--- config.mk ---
export PLATFORM = sky130hd
export DESIGN_NAME = uart_tx_mmio_flat
export DESIGN_NICKNAME = d
export VERILOG_FILES = /design/src/rtl/mips_pkg.sv /design/src/rtl/uart_tx_mmio_if.sv /design/src/rtl/sync_fifo.sv /design/src/rtl/uart_tx_mmio.sv /design/src/flat_wrapper.sv
export SDC_FILE = /design/constraint.sdc
export NUM_CORES = 1
export LEC_CHECK = 0
export ABC_AREA = 1
export CAP_MARGIN = 20
export CELL_PAD_IN_SITES_DETAIL_PLACEMENT = 2
export CELL_PAD_IN_SITES_GLOBAL_PLACEMENT = 2
export CORE_MARGIN = 2
export CORE_UTILIZATION = 38
export CTS_CLUSTER_DIAMETER = 60
export DETAILED_ROUTE_END_ITERATION = 16
export PLACE_DENSITY_LB_ADDON = 0.1
export SLEW_MARGIN = 0
export SYNTH_ARGS = -nofsm -noshare
export SYNTH_HDL_FRONTEND = slang
export SYNTH_HIERARCHICAL = 1
export SYNTH_SLANG_ARGS = --single-unit
--- constraint.sdc ---
create_clock -name clk -period 8.45 [get_ports clk]
set_input_delay 1.69 -clock clk [delete_from_list [all_inputs] [get_ports clk]]
set_output_delay 1.69 -clock clk [all_outputs]
set_load 0.02 [all_outputs]
--- src/rtl/mips_pkg.sv ---
// ---------------------------------------------------------------------------
// mips_pkg : shared constants for the memory-mapped peripherals on the
//            data-memory bus (register offsets, STATUS bit positions, UART TX
//            state encoding).
// Revision : 1.0  initial release
// ---------------------------------------------------------------------------
`default_nettype none

package mips_pkg;

  // Word offsets of the UART TX register block
  localparam logic [1:0] ADDR_DATA   = 2'd0;
  localparam logic [1:0] ADDR_STATUS = 2'd1;
  localparam logic [1:0] ADDR_DIV    = 2'd2;
  localparam logic [1:0] ADDR_RSVD   = 2'd3;

  // STATUS register bit positions
  localparam int ST_FULL  = 0;
  localparam int ST_EMPTY = 1;
  localparam int ST_BUSY  = 2;
  localparam int ST_OVF   = 3;
  localparam int ST_TXIE  = 4;

  // Bit-engine states
  typedef enum logic [1:0] {
    TX_IDLE  = 2'd0,
    TX_START = 2'd1,
    TX_DATA  = 2'd2,
    TX_STOP  = 2'd3
  } tx_state_e;

  // A divisor of zero would stall the bit counter; it is stored as one.
  function automatic logic [15:0] div_sanitize(input logic [15:0] v);
    return (v == 16'd0) ? 16'd1 : v;
  endfunction

endpackage

`default_nettype wire

--- src/rtl/uart_tx_mmio_if.sv ---
// ---------------------------------------------------------------------------
// uart_tx_mmio_if : data-memory bus slice seen by the UART TX peripheral.
//                   The CPU side is the master, the peripheral the slave.
// Revision        : 1.0  initial release
// ---------------------------------------------------------------------------
`default_nettype none

interface uart_tx_mmio_if;
  logic        we;
  logic        re;
  logic [1:0]  addr;
  logic [31:0] wdata;
  logic [31:0] rdata;

  modport master (output we, output re, output addr, output wdata, input rdata);
  modport slave  (input we, input re, input addr, input wdata, output rdata);
endinterface

`default_nettype wire

--- src/rtl/sync_fifo.sv ---
// ---------------------------------------------------------------------------
// sync_fifo : single-clock FIFO with first-word-fall-through read port.
//             Wrapping pointers plus a separate occupancy counter; a push
//             into a full FIFO is rejected even if a pop happens that cycle.
// Revision  : 1.0  initial release
// ---------------------------------------------------------------------------
`default_nettype none

module sync_fifo #(
  parameter int unsigned WIDTH = 8,
  parameter int unsigned DEPTH = 8
) (
  input  wire logic             clk,
  input  wire logic             reset,
  input  wire logic             push_i,
  input  wire logic             pop_i,
  input  wire logic [WIDTH-1:0] wdata_i,
  output      logic [WIDTH-1:0] rdata_o,
  output      logic             full_o,
  output      logic             empty_o
);

  localparam int unsigned     AW       = $clog2(DEPTH);
  localparam logic [AW:0]     CNT_FULL = (AW+1)'(DEPTH);

  logic [WIDTH-1:0] mem_q [DEPTH];
  logic [AW-1:0]    wr_ptr_q, rd_ptr_q;
  logic [AW:0]      count_q;
  logic             do_push, do_pop;

  assign full_o  = (count_q == CNT_FULL);
  assign empty_o = (count_q == '0);
  assign do_push = push_i && !full_o;
  assign do_pop  = pop_i && !empty_o;
  assign rdata_o = mem_q[rd_ptr_q];

  // Storage array; contents need no reset since count gates visibility
  always_ff @(posedge clk) begin
    if (do_push) mem_q[wr_ptr_q] <= wdata_i;
  end

  // Pointer and occupancy bookkeeping
  always_ff @(posedge clk or negedge reset) begin
    if (!reset) begin
      wr_ptr_q <= '0;
      rd_ptr_q <= '0;
      count_q  <= '0;
    end else begin
      if (do_push) wr_ptr_q <= wr_ptr_q + AW'(1);
      if (do_pop)  rd_ptr_q <= rd_ptr_q + AW'(1);
      case ({do_push, do_pop})
        2'b10:   count_q <= count_q + (AW+1)'(1);
        2'b01:   count_q <= count_q - (AW+1)'(1);
        default: count_q <= count_q;
      endcase
    end
  end

endmodule

`default_nettype wire

--- src/rtl/uart_tx_mmio.sv ---
// ---------------------------------------------------------------------------
// uart_tx_mmio : memory-mapped 8N1 UART transmitter. Register file (DATA,
//                STATUS, DIV) on the data-memory bus, byte FIFO, and a
//                bit-serial engine driving the registered tx line.
// Revision     : 1.0  initial release
// ---------------------------------------------------------------------------
`default_nettype none

module uart_tx_mmio
  import mips_pkg::*;
#(
  parameter int unsigned DIVISOR    = 868,
  parameter int unsigned FIFO_DEPTH = 8
) (
  input  wire logic      clk,
  input  wire logic      reset,
  uart_tx_mmio_if.slave  bus,
  output      logic      tx,
  output      logic      irq
);

  localparam logic [15:0] DIV_RST = div_sanitize(16'(DIVISOR));

  // FIFO interface
  logic       fifo_push, fifo_pop, fifo_full, fifo_empty;
  logic [7:0] fifo_rdata;

  // Register file state
  logic        overflow_q, overflow_d;
  logic        txie_q, txie_d;
  logic [15:0] div_q, div_d;
  logic [31:0] rdata_q, rdata_d;
  logic        irq_q, irq_d;
  logic [31:0] status_word;

  // Bit engine state
  tx_state_e   state_q;
  logic [7:0]  shift_q;
  logic [2:0]  idx_q;
  logic [15:0] cnt_q;
  logic [15:0] div_lat_q;
  logic        tx_q;
  logic        bit_last;
  logic        busy;

  logic unused_wdata;
  assign unused_wdata = ^bus.wdata[31:16];

  sync_fifo #(
    .WIDTH (8),
    .DEPTH (FIFO_DEPTH)
  ) u_fifo (
    .clk     (clk),
    .reset   (reset),
    .push_i  (fifo_push),
    .pop_i   (fifo_pop),
    .wdata_i (bus.wdata[7:0]),
    .rdata_o (fifo_rdata),
    .full_o  (fifo_full),
    .empty_o (fifo_empty)
  );

  assign busy      = (state_q != TX_IDLE);
  assign bit_last  = (cnt_q == div_lat_q - 16'd1);
  assign fifo_push = bus.we && (bus.addr == ADDR_DATA) && !fifo_full;
  // Pop from IDLE, or at the end of a stop bit so frames run back to back
  assign fifo_pop  = !fifo_empty &&
                     ((state_q == TX_IDLE) || ((state_q == TX_STOP) && bit_last));

  assign tx        = tx_q;
  assign irq       = irq_q;
  assign bus.rdata = rdata_q;

  // STATUS snapshot, always the pre-write view of this cycle
  always_comb begin
    status_word           = '0;
    status_word[ST_FULL]  = fifo_full;
    status_word[ST_EMPTY] = fifo_empty;
    status_word[ST_BUSY]  = busy;
    status_word[ST_OVF]   = overflow_q;
    status_word[ST_TXIE]  = txie_q;
  end

  // Register-file next state: bus writes, read mux and interrupt level
  always_comb begin
    overflow_d = overflow_q;
    txie_d     = txie_q;
    div_d      = div_q;
    rdata_d    = rdata_q;
    if (bus.we) begin
      case (bus.addr)
        ADDR_DATA:   if (fifo_full) overflow_d = 1'b1;
        ADDR_STATUS: begin
          if (bus.wdata[ST_OVF]) overflow_d = 1'b0;
          txie_d = bus.wdata[ST_TXIE];
        end
        ADDR_DIV:    div_d = div_sanitize(bus.wdata[15:0]);
        default:     ;
      endcase
    end
    if (bus.re) begin
      case (bus.addr)
        ADDR_STATUS: rdata_d = status_word;
        ADDR_DIV:    rdata_d = {16'd0, div_q};
        default:     rdata_d = '0;
      endcase
    end
    irq_d = overflow_q | (txie_q & fifo_empty & ~busy);
  end

  // Register-file storage
  always_ff @(posedge clk or negedge reset) begin
    if (!reset) begin
      overflow_q <= 1'b0;
      txie_q     <= 1'b0;
      div_q      <= DIV_RST;
      rdata_q    <= '0;
      irq_q      <= 1'b0;
    end else begin
      overflow_q <= overflow_d;
      txie_q     <= txie_d;
      div_q      <= div_d;
      rdata_q    <= rdata_d;
      irq_q      <= irq_d;
    end
  end

  // Bit engine: start, eight data bits LSB first, stop, each div_lat cycles
  always_ff @(posedge clk or negedge reset) begin
    if (!reset) begin
      state_q   <= TX_IDLE;
      shift_q   <= '0;
      idx_q     <= '0;
      cnt_q     <= '0;
      div_lat_q <= DIV_RST;
      tx_q      <= 1'b1;
    end else begin
      case (state_q)
        TX_IDLE: begin
          tx_q <= 1'b1;
          if (!fifo_empty) begin
            shift_q   <= fifo_rdata;
            div_lat_q <= div_q;
            cnt_q     <= '0;
            state_q   <= TX_START;
            tx_q      <= 1'b0;
          end
        end
        TX_START: begin
          if (bit_last) begin
            cnt_q   <= '0;
            idx_q   <= '0;
            state_q <= TX_DATA;
            tx_q    <= shift_q[0];
          end else begin
            cnt_q <= cnt_q + 16'd1;
          end
        end
        TX_DATA: begin
          if (bit_last) begin
            cnt_q <= '0;
            if (idx_q == 3'd7) begin
              state_q <= TX_STOP;
              tx_q    <= 1'b1;
            end else begin
              idx_q   <= idx_q + 3'd1;
              shift_q <= {1'b0, shift_q[7:1]};
              tx_q    <= shift_q[1];
            end
          end else begin
            cnt_q <= cnt_q + 16'd1;
          end
        end
        TX_STOP: begin
          if (bit_last) begin
            cnt_q <= '0;
            if (!fifo_empty) begin
              shift_q   <= fifo_rdata;
              div_lat_q <= div_q;
              state_q   <= TX_START;
              tx_q      <= 1'b0;
            end else begin
              state_q <= TX_IDLE;
              tx_q    <= 1'b1;
            end
          end else begin
            cnt_q <= cnt_q + 16'd1;
          end
        end
        default: begin
          state_q <= TX_IDLE;
          tx_q    <= 1'b1;
        end
      endcase
    end
  end

endmodule

`default_nettype wire

--- src/flat_wrapper.sv ---
// flat-port wrapper written by rule: the top's interface ports become plain ports
module uart_tx_mmio_flat import mips_pkg::*;
#(
  parameter int unsigned DIVISOR    = 868,
  parameter int unsigned FIFO_DEPTH = 8
)
  (clk, reset, tx, irq, bus_we, bus_re, bus_addr, bus_wdata, bus_rdata);
  uart_tx_mmio_if bus_i ();
  input  wire logic clk;
  input  wire logic reset;
  output      logic tx;
  output      logic irq;
  input wire logic [$bits(bus_i.we)-1:0] bus_we;
  input wire logic [$bits(bus_i.re)-1:0] bus_re;
  input wire logic [$bits(bus_i.addr)-1:0] bus_addr;
  input wire logic [$bits(bus_i.wdata)-1:0] bus_wdata;
  output wire logic [$bits(bus_i.rdata)-1:0] bus_rdata;
  assign bus_i.we = bus_we;
  assign bus_i.re = bus_re;
  assign bus_i.addr = bus_addr;
  assign bus_i.wdata = bus_wdata;
  assign bus_rdata = bus_i.rdata;
  uart_tx_mmio #(.DIVISOR(DIVISOR), .FIFO_DEPTH(FIFO_DEPTH)) u_core (.clk(clk), .reset(reset), .bus(bus_i), .tx(tx), .irq(irq));
endmodule
# Word-level counts from Yosys, hierarchy flattened
# Memories as Yosys holds them, arrays and structs flattened.
# Cells that the tools add are included.
word_totals:
  n_memories: 1
  in_bits: 38
  regBits: 107
  out_inout_bits: 34
  elab_cells: 108
  ramBits: 64
op_classes:
  n_mux: 36
  n_addsub: 7
  bitwise: 4
  n_reduce_logical: 28
  eq_ne: 18
memory_table:
  columns: ["memory", "depth", "width", "read_ports", "rd_clocked_by_memory_dff", "write_ports", "line", "rtl"]
  rows:
  - ["u_core.u_fifo.mem_q", 8, 8, 1, 0, 1, "sync_fifo.sv:26", "logic [WIDTH-1:0] mem_q [DEPTH];"]
op_table:
  columns: ["operator", "count"]
  rows:
  - ["$pmux 16 s2", 3]
  - ["$mux 16", 5]
  - ["$mux 8", 4]
  - ["$pmux 8 s3", 1]
  - ["$add 16x1->16 const B", 1]
  - ["$eq 16x16->1", 1]
  - ["$logic_not 16->1", 1]
  - ["$sub 16x1->16 const B", 1]
  - ["$reduce_and 4->1", 3]
  - ["$mux 1", 10]
  - ["$mux 2", 5]
  - ["$ne 2x1->1 const B", 5]
  - ["$reduce_bool 2->1", 5]
  - ["$add 3x1->3 const B", 3]
  - ["$mux 3", 3]
  - ["$eq 2x2->1 const B", 4]
  - ["$pmux 2 s4", 1]
  - ["$pmux 4 s2", 1]
  - ["$eq 2x1->1 const B", 3]
  - ["$logic_and 1x1->1", 6]
  - ["$ne 2x2->1 const B", 3]
  - ["$pmux 3 s2", 1]
  - ["$reduce_and 2->1", 3]
  - ["$reduce_and 5->1", 1]
  - ["16 further kinds", 19]

# Longest topological paths before layout
logic_depth:
  ltp_word: 8
  mapped_depth: 24

# Hierarchy
# Netlist, hierarchy kept.
by_module_without_submodules:
  columns: ["module", "instances", "cells_each", "area_each_um2"]
  rows:
  - ["uart_tx_mmio", 1, 632, 4780.8]
  - ["sync_fifo", 1, 357, 3399.5]

# Least setup slack after synthesis
# Ideal clock, no wire load.
synth_timing:
  path_kind: "input port to flip-flop"
  from: "input bus_addr[0]"
  to: "register u_core.u_fifo.count_q[3]"
  path_stages: 13
  setup_slack_ns: 5.003
  n_path_buf: 1
  t_arrival_ns: 3.330
  setup_time_ns: 0.117
  required_ns: 8.333
  cell_sequence: "inv_1 > ha_1 > nand2_1 > nor2_1 > nand2_2 > buf_6 > ha_1 > ha_1 > or2_2 > nand2_1 > nand2_1 > nand3_1 > nand2_1"
synth_between:
  elab_chain_len: 6
  word_cells_on_any_way: 8
  cone_classes: "eq/ne: 2; mux: 1; reduce/logical: 5"
synth_lines:
  columns: ["element", "line", "rtl"]
  rows:
  - ["start, declared", "flat_wrapper.sv:15", "input wire logic [$bits(bus_i.addr)-1:0] bus_addr;"]
  - ["$logic_not 2->1 *", "uart_tx_mmio.sv:65", "assign fifo_push = bus.we && (bus.addr == ADDR_DATA) && !fifo_full;"]
  - ["$logic_and 1x1->1 * (2 in a row)", "uart_tx_mmio.sv:65", null]
  - ["via u_core.fifo_push", "uart_tx_mmio.sv:25", "logic fifo_push, fifo_pop, fifo_full, fifo_empty;"]
  - ["$logic_and 1x1->1 *", "sync_fifo.sv:33", "assign do_push = push_i && !full_o;"]
  - ["$eq 2x1->1 / $eq 2x2->1 (equally long branches)", "sync_fifo.sv:51", "case ({do_push, do_pop})"]
  - ["$pmux 4 s2 / $reduce_bool 2->1 (equally long branches)", null, null]
  - ["end signal, assigned", "sync_fifo.sv:52", "2'b10: count_q <= count_q + (AW+1)'(1);"]
  - ["end signal, assigned", "sync_fifo.sv:53", "2'b01: count_q <= count_q - (AW+1)'(1);"]
  - ["end signal, assigned", "sync_fifo.sv:54", "default: count_q <= count_q;"]
  - ["end, declared", "sync_fifo.sv:28", "logic [AW:0] count_q;"]
# The timed path passes the listed nets; every way through them passes the cells marked *.
# A chain may end at the register's enable or synchronous reset.

# Worst setup path after layout
layout_timing:
  from: "input bus_addr[0]"
  to: "register u_core.div_q[7]"
layout_between:
  elab_chain_len: 2
layout_lines:
  columns: ["element", "line", "rtl"]
  rows:
  - ["$eq 2x2->1", "uart_tx_mmio.sv:91", "case (bus.addr)"]
  - ["$reduce_and 2->1 (no source line)", null, null]
  - ["end signal, assigned", "uart_tx_mmio.sv:122", "div_q <= div_d;"]
  - ["end, declared", "uart_tx_mmio.sv:31", "logic [15:0] div_q, div_d;"]
# No other way between the ends.

==> results.yml <==
synthesis:
  async_reset_ff_share_pct: 58.7
  ys_seq_elements: 155
  ys_seq_area_share_pct: 51.5
  synth_edf_count: 64
  netlist_area_mm2: 0.00818
  synth_area_per_cell_um2: 8.27
  synth_ff_type: "dfrtp_1"
  ys.warnings.count: 6
  synth_cell_types: 44
  synthCells: 989
global_route:
  grt.overflow.total: 0
  antenna_found_initial: 0
  grt_first_pass_wirelength_um: 39000
  grt_pass1_vias: 7378
  grt.total_usage_pct: 22.6
  grt_max_degree: 74
power:
  power_density_mw_per_mm2: 336
  vdd_drop_max_mv: 0.141
  leakage_nw: 4.40
setup_path:
  crit_top_cell: "nand2_1"
  cp_top_family: "compound AO/OA/AOI/OAI gates"
  crit_path_top_delay_cell: "a41oi_1"
  critPathArrivalTime_ns: 4.80
  crit_chain: "clkdlybuf4s50_1 > inv_1 > ha_1 > nand2_1 > a41oi_1 > nand2_1 > nand2_1"
  cpPeakStageDelay_ns: 1.03
  cp.required_ns: 8.80
  path_max_fanout: 20
  start_kind: "input pin"
  worst-setup-path-type: "input pin to register"
  cp-end-kind: "register"
  crit_buf_inv: 2
sta:
  worst_slew_pin_slew_ns: 1.09
  maxSlewHeadroom_pct: 26.1
  setup_viol: 0
  grt_setup_unrepaired: "no"
  finalCriticalPeriod_ns: 4.45
  setup_tns_ns: 0
  fmax_ghz: 0.225
  drv_slew: 0
  hold_slack_ns: 0.487
  finalHoldViolations: 0
  period_share_pct: 52.7
  clock_skew_ns: 0.0154
clock_tree:
  cts_setup_buffers: 0
  clkTransAtPathRegs_ns: 0.06
  cts_made_buffers: 17
  htreeDepth: 4
  cts_buffer_depth: 2
  cts_tree: "done"
  cts.sinks: 155
  ctsResizeCount: 0
  clk_latency_ns: 0.43
  postCtsHoldBufs: 0
  cts-root-buf: "clkbuf_16"
drt:
  drt_wl_total_um: 24100
  viasPerCell: 4.98
  ant_nets: 0
  drcViolationCount: 0
  vias: 6573
  first_pass_iters: 4
  post_drt_wl_per_cell_um: 18.3
  drt_iter0_drc: 219
status:
  status: "complete, no violations"
finish:
  n_fill_cell: 2437
  fin_cells: 1321
  utilization_pct: 44.7
  layout.nets: 1088
  fin_area_mm2: 0.00942
  antenna_cells: 0
  final_common_cell: "nand2_1"
  area_delta_synth_final_pct: 15.1
  mostFrequentLayoutCells: "nand2_1, inv_1, nor2_1, dfrtp_1, edfxtp_1"
  layout-drive-gt1-share_pct: 9.56
placement:
  dp_cells: 1288
  hpwl_um: 17400
  port_buffers: 39
  gp_congestion: 0.757
  dpl_cell_area_mm2: 0.00877
min_path:
  hold_path_class: "register to register"
floorplan:
  die_y_um: 151
  die_area_mm2: 0.0227
  rows: 53
  start_util_pct: 38.8
  ioPinCount: 72
  die_w_um: 151
  fp.coreArea_mm2: 0.0211
flow_run:
  max_cap_violations: 0
-- layer usage --
metal	share of wire [%]	track usage [%]	up-vias
met5	0	0	-
met4	1.1	5.47	0
met3	2.7	3.85	17
met2	51	39.8	79
met1	45	28.9	3292
li1	-	-	3185
-- final timing paths --
kind	to	from	cells past startpoint	slack (ns)
min in group asynchronous	u_core/shift_q[5]	reset	1	1.16
max in group asynchronous	u_core/u_fifo/rd_ptr_q[0]	reset	2	6.00
min	u_core/div_q[6]	u_core/div_q[6]	2	0.49
max	u_core/div_q[7]	bus_addr[0]	7	4.00
max reg2reg	u_core/u_fifo/count_q[3]	u_core/div_lat_q[0]	22	4.51
min reg2reg	u_core/div_q[6]	u_core/div_q[6]	2	0.49
-- flip-flops by register name (all words and copies together) (netlist names), 4 cells and up --
signal                 flops
u_core/shift_q             8
u_core/cnt_q              16
u_core/div_q              16
u_core/bus.rdata          16
u_core/div_lat_q          16
u_core/u_fifo/mem_q       64
u_core/u_fifo/count_q      4
-- metrics by stage --
stage                     total power, W  worst slack, ns
final                            0.00317             4.00
after global routing             0.00342             3.77
after CTS                        0.00320             3.99
after detailed placement         0.00236             3.61
after global placement           0.00230             3.72
after floorplan                  0.00200             5.00
-- final cells by class --
class | count | area [um^2] | share of cell area, %
Sequential cell | 155 | 4210 | 44.8
Multi-Input combinational cell | 684 | 3290 | 34.9
Clock buffer | 21 | 493 | 5.24
Timing Repair Buffer | 49 | 475 | 5.05
Inverter | 126 | 473 | 5.02
Tap cell | 275 | 344 | 3.65
Clock inverter | 11 | 131 | 1.40
-- worst register-to-register path: stages (launching register included) --
cell and delay (ns):
dfrtp_1 0.42, inv_2 0.13, ha_1 0.28, nand2_2 0.13, nor2_4 0.17, nand2_1 0.10
nand2_1 0.12, nand3_1 0.11, nand2_1 0.10, nor2_2 0.04, nand3_2 0.08, inv_1 0.09
a21oi_2 0.43, nor2_1 0.14, nand2_1 0.21, inv_1 0.17, ha_1 0.28, ha_1 0.31
or2_2 0.30, nand2_1 0.07, nand2_1 0.05, nand3_1 0.07, nand2_1 0.05
-- power by group --
group	switching, W	internal [W]
clock	0.000323	0.000482
sequential	0.000156	0.000938
combinational	0.000862	0.000405
total	0.00134	0.00182
-- synthesized netlist by cell type, types with 10 or more instances --
library cell | number | area [um^2]
nor2_2 | 12 | 75.1
inv_1 | 119 | 447
o22ai_1 | 10 | 62.6
dfrtp_1 | 80 | 2000
dfstp_2 | 11 | 289
xor2_1 | 14 | 123
ha_1 | 16 | 200
o21ai_0 | 38 | 190
buf_4 | 18 | 135
nand2_1 | 323 | 1210
nand3_1 | 58 | 290
nor2_1 | 108 | 405
nor3_1 | 13 | 65.1
edfxtp_1 | 64 | 1920
-- kinds of logic (layout without fill, tap and decap cells) --
group,after synthesis,count (layout),synth area share (%)
AO/OA/AOI/OAI,76,76,5.52
XOR/XNOR,23,23,2.46
adder cells (fa/ha/maj),17,17,2.69
buffers and inverters,165,207,9.02
flip-flops,155,155,51.5
multiplexers,2,2,0.275
other,1,16,0.0458
AND/OR/NAND/NOR,550,550,28.5
No activity file was read; power rests on OpenSTA's default activity.
